$ cat config.mk
export PLATFORM = sky130hd
export DESIGN_NAME = basereg_dbg_ctrl
export DESIGN_NICKNAME = d
export VERILOG_FILES = /design/src/rtl/basereg_dbg_ctrl.sv
export SDC_FILE = /design/constraint.sdc
export NUM_CORES = 1
export LEC_CHECK = 0
export ABC_AREA = 1
export ABC_CLOCK_PERIOD_IN_PS = 3800
export CORE_ASPECT_RATIO = 1.1
export CORE_MARGIN = 2
export CORE_UTILIZATION = 44
export CTS_CLUSTER_SIZE = 30
export DETAILED_ROUTE_END_ITERATION = 10
export MAX_ROUTING_LAYER = met4
export PLACE_DENSITY = 0.86
export SLEW_MARGIN = 20
export SYNTH_ARGS = -nofsm -noshare
export SYNTH_HDL_FRONTEND = slang
export SYNTH_SLANG_ARGS = --single-unit
export TNS_END_PERCENT = 1
$ cat constraint.sdc
create_clock -name i_clk -period 3.8 [get_ports i_clk]
set_input_delay 0.76 -clock i_clk [delete_from_list [all_inputs] [get_ports i_clk]]
set_output_delay 0.76 -clock i_clk [all_outputs]
set_load 0.05 [all_outputs]
$ cat src/rtl/basereg_dbg_ctrl.sv
// Debug access sequencer for the base register file. Shares the register file ports with the
// pipeline, and after each debug read it re-issues the saved pipeline read addresses.
module basereg_dbg_ctrl #(
  parameter int unsigned XLEN = 32,
  parameter int unsigned AW   = 5
) (
  input  logic            i_clk,
  input  logic            i_rstn,
  input  logic            i_pipe_ce_read,
  input  logic [AW-1:0]   i_pipe_rs1_addr,
  input  logic [AW-1:0]   i_pipe_rs2_addr,
  input  logic            i_pipe_wr,
  input  logic [AW-1:0]   i_pipe_rd_addr,
  input  logic [XLEN-1:0] i_pipe_rd,
  input  logic            i_halted,
  input  logic            i_dbg_req,
  input  logic            i_dbg_we,
  input  logic [AW-1:0]   i_dbg_addr,
  input  logic [XLEN-1:0] i_dbg_wdata,
  output logic            o_dbg_busy,
  output logic            o_dbg_ack,
  output logic            o_dbg_err,
  output logic [XLEN-1:0] o_dbg_rdata,
  output logic            o_rf_ce_read,
  output logic [AW-1:0]   o_rf_rs1_addr,
  output logic [AW-1:0]   o_rf_rs2_addr,
  output logic            o_rf_wr,
  output logic [AW-1:0]   o_rf_rd_addr,
  output logic [XLEN-1:0] o_rf_rd,
  input  logic [XLEN-1:0] i_rf_rs1
);

  typedef enum logic [2:0] {
    StIdle,
    StRdIssue,
    StRdCapture,
    StRestore,
    StWr,
    StErrAck
  } state_e;

  state_e            state_q, state_d;
  logic [AW-1:0]     shadow_rs1_q, shadow_rs2_q;
  logic [AW-1:0]     dbg_addr_q;
  logic [XLEN-1:0]   dbg_wdata_q;
  logic              ack_q, ack_d;
  logic              err_q, err_d;
  logic [XLEN-1:0]   rdata_q;
  logic              req_accept;

  assign req_accept = (state_q == StIdle) && i_dbg_req;

  // Ack/err are set on the edge that enters the acking cycle, so they appear as registered pulses.
  always_comb begin
    state_d = state_q;
    ack_d   = 1'b0;
    err_d   = 1'b0;
    unique case (state_q)
      StIdle: begin
        if (i_dbg_req) begin
          if (!i_halted) begin
            state_d = StErrAck;
            ack_d   = 1'b1;
            err_d   = 1'b1;
          end else if (i_dbg_we) begin
            state_d = StWr;
          end else begin
            state_d = StRdIssue;
          end
        end
      end
      StRdIssue:   state_d = StRdCapture;
      StRdCapture: begin
        state_d = StRestore;
        ack_d   = 1'b1;
      end
      StRestore:   state_d = StIdle;
      StWr: begin
        if (!i_pipe_wr) begin
          state_d = StIdle;
          ack_d   = 1'b1;
        end
      end
      StErrAck:    state_d = StIdle;
      default:     state_d = StIdle;
    endcase
  end

  always_ff @(posedge i_clk or negedge i_rstn) begin
    if (!i_rstn) begin
      state_q      <= StIdle;
      shadow_rs1_q <= '0;
      shadow_rs2_q <= '0;
      dbg_addr_q   <= '0;
      dbg_wdata_q  <= '0;
      ack_q        <= 1'b0;
      err_q        <= 1'b0;
      rdata_q      <= '0;
    end else begin
      state_q <= state_d;
      ack_q   <= ack_d;
      err_q   <= err_d;
      if ((state_q == StIdle) && i_pipe_ce_read) begin
        shadow_rs1_q <= i_pipe_rs1_addr;
        shadow_rs2_q <= i_pipe_rs2_addr;
      end
      if (req_accept) begin
        dbg_addr_q  <= i_dbg_addr;
        dbg_wdata_q <= i_dbg_wdata;
      end
      if (state_q == StRdCapture) begin
        rdata_q <= i_rf_rs1;
      end
    end
  end

  // Read port: pipeline owns it only while idle; restore puts its addresses back afterwards.
  always_comb begin
    o_rf_ce_read  = 1'b0;
    o_rf_rs1_addr = shadow_rs1_q;
    o_rf_rs2_addr = shadow_rs2_q;
    unique case (state_q)
      StIdle: begin
        o_rf_ce_read  = i_pipe_ce_read;
        o_rf_rs1_addr = i_pipe_rs1_addr;
        o_rf_rs2_addr = i_pipe_rs2_addr;
      end
      StRdIssue: begin
        o_rf_ce_read  = 1'b1;
        o_rf_rs1_addr = dbg_addr_q;
      end
      StRestore: o_rf_ce_read = 1'b1;
      default:   o_rf_ce_read = 1'b0;
    endcase
  end

  // Write port: writeback always wins; the debug write waits in StWr until the port is free.
  always_comb begin
    o_rf_wr      = 1'b0;
    o_rf_rd_addr = i_pipe_rd_addr;
    o_rf_rd      = i_pipe_rd;
    if (i_pipe_wr) begin
      o_rf_wr = 1'b1;
    end else if (state_q == StWr) begin
      o_rf_wr      = 1'b1;
      o_rf_rd_addr = dbg_addr_q;
      o_rf_rd      = dbg_wdata_q;
    end
  end

  assign o_dbg_busy  = (state_q != StIdle);
  assign o_dbg_ack   = ack_q;
  assign o_dbg_err   = err_q;
  assign o_dbg_rdata = rdata_q;

endmodule

==> run summary <==
post-synthesis adder-cell area fraction = 0%
f_max = 0.312 GHz
Buf/Inv on CP = 3
worst-margin pin slew = 745 ps
Lkg Pwr = 3.24 nW
setup TNS = 0 ps
drt first pass iters = 5
Compound-Gate Fraction of Synth Area = 0.234%
Routed WL per cell = 15.4 µm
Worst EP required = 3040 ps
Initial Util = 45.6%
clk sink count = 84
Synth Instances = 549
Final ANT Viol Nets = 0
CP Launch Type = register
Post-Syn Nets = 672
layout cell share with drive strength beyond 1 = 11.0%
max-slew violations = 0
H-tree depth = 3
Antenna diodes = 0
CP peak stage delay = 470 ps
Port Buf Inserts = 206
peak supply drop = 692 µV
max-cap violations = 0
RSZ-0062 raised after global routing = no
Via density = 5.37
CP top delay family = buffers and inverters
Skew-Pair Late Insertion Delay = 350 ps
Iter 0 DRT Violations = 298
Vias = 4545
crit path DAT = 2440 ps
clk slew on worst S/H paths = 80 ps
simple-gate share of the synthesized area = 43.3%
Crit-path slowest cell = inv_2
Finished Core Util = 68.9%
Seq/Total Area, Yosys = 49.1%
Tcrit/Tclk final = 84.3%
hpwl dp = 9.35 mm
num rows = 37
nets = 847
cts hold-fix bufs = 0
Placer Congestion = 0.856
CTS root buffer = clkbuf_8
Post-Route WL = 13.0 mm
I/O pins = 207
Fillers = 759
Synth Warn # = 0
Die Height = 107 µm
fin crit period = 3200 ps
Worst Skew = 6.96 ps
CP cell instances = buf_4 -> inv_2 -> nand3_1 -> nand2_1 -> buf_12
vias in the first global route = 4294
PwrDens = 895 mW/mm²
Post-CTS Resized = 0
Avg Inst Size Synth = 7.80 µm²
CTS tree = built
Slew headroom = 50.3%
Final Hold Viols = 0
largest net degree at the start of global routing = 85
initial antenna violation count = 0
multiplexer share of the synthesized area = 0%
synthesized flop and latch total = 84
R2R setup slack = 1340 ps
# setup viols final = 0
Tightest Hold Check Type = in2async
die span in x = 98.1 µm
main combinational cell family by area after synthesis = simple AND/OR/NAND/NOR gates
# DRC = 0
Crit Path Class = reg2out
mapped cell area = 0.00428 mm²
Total Routing Usage GR = 24.9%
final setup slack of the worst path = 596 ps
area delta synth->final = 51.1%
post-CTS setup buffer count = 0
CP Capture Type = output pin
clk buf depth = 2
TritonCTS buffer count = 9
global route total overflow = 0
first-pass GRT wire length = 20.5 mm
crit path max fanout = 35
XOR/XNOR Fraction of Synth Area = 0%
core area = 0.00940 mm²
Setup WS pre-CTS = 919 ps
synth unique cells = 16
status = completed
die area = 0.0105 mm²
-- cells in the mapped netlist --
cell / number / area (µm²)
nor2_4: 1 / 11.3
inv_1: 5 / 18.8
buf_4: 3 / 22.5
nand4_1: 90 / 563
nor2_8: 1 / 20.0
dfrtp_1: 84 / 2100
buf_2: 30 / 150
nand2_2: 1 / 6.26
buf_6: 7 / 78.8
nand3_1: 53 / 265
nand3_4: 1 / 17.5
nor2_1: 2 / 7.51
inv_2: 1 / 3.75
nand2_1: 257 / 965
clkbuf_1: 11 / 41.3
o21ai_0: 2 / 10.0
-- area by class of cell --
type                       count  area, µm²  area share, %
sequential                    84       2100           32.5
clock buffer                  12        155           2.40
tap                          117        146           2.26
multi-input combinational    408       1870           28.8
inverter                       6       22.5          0.348
clock inverter                 4       23.8          0.367
timing repair buffer         215       2160           33.3
-- power breakdown --
| group | switching [W] | leakage (nW) | total (W) | internal, W |
|---|---|---|---|---|
| sequential | 0.000270 | 1.04 | 0.00159 | 0.00132 |
| clock | 0.000310 | 0.0961 | 0.000582 | 0.000272 |
| combinational | 0.00241 | 2.10 | 0.00362 | 0.00121 |
| total | 0.00299 | 3.24 | 0.00579 | 0.00280 |
-- cell families after synthesis --
family                 count (synthesis)
AND/OR/NAND/NOR                      406
flip-flops                            84
buffers and inverters                 57
AO/OA/AOI/OAI                          2
-- state kept, by name, indices dropped and copies added (netlist names) --
signal        cells
shadow_rs2_q      5
dbg_addr_q        5
shadow_rs1_q      5
o_dbg_ack         1
dbg_wdata_q      32
o_dbg_err         1
o_dbg_rdata      32
state_q           3
-- metal layers --
metal / up-vias / share of wire, % / global-route usage [%]
met5: - / 0 / -
met4: 0 / 1.7 / 9.42
met3: 20 / 9.0 / 5.97
met2: 205 / 49 / 40.9
met1: 2122 / 40 / 30.0
li1: 2198 / - / -
-- worst reg2reg max path: cells and delay by family (launching register included) --
kind / cells / cell delay (ps)
DFF: 1 / 460
buffers and inverters: 3 / 1190
and+or+nand+nor: 3 / 700
-- cells in the final DEF (no fill, tap or decap), types with 2 or more instances in the layout --
cell,netlist,layout
dfrtp_1,84,84
clkdlybuf4s50_1,0,155
clkinv_2,0,3
o21ai_0,2,2
nand4_1,90,90
nand2_1,257,257
clkbuf_8,0,11
nand3_1,53,53
inv_1,5,5
nor2_1,2,2
buf_12,0,12
buf_4,3,47
-- through the flow --
stage | area [µm²] | std cells | hold WS [ps] | power, W
2_1_floorplan | 4280 | 549 | 442 | 0.00396
3_3_place_gp | 6290 | 830 | 453 | 0.00514
3_5_place_dp | 6290 | 830 | 457 | 0.00522
4_1_cts | 6470 | 846 | 478 | 0.00582
5_1_grt | 6470 | 846 | 493 | 0.00614
6_report | 6470 | 846 | 430 | 0.00579
-- path summary, 6_finish.rpt --
check	startpoint	endpoint	cells after the start
worst max-delay path	state_q[1]	o_rf_ce_read	5
worst min-delay path	i_rstn	o_dbg_rdata[16]	1
worst max register to register	state_q[1]	dbg_wdata_q[26]	6
worst min register to register	o_dbg_rdata[20]	o_dbg_rdata[20]	2
max in group asynchronous	i_rstn	dbg_wdata_q[31]	1
min in group i_clk	o_dbg_rdata[20]	o_dbg_rdata[20]	2
No activity file was read; power rests on OpenSTA's default activity.
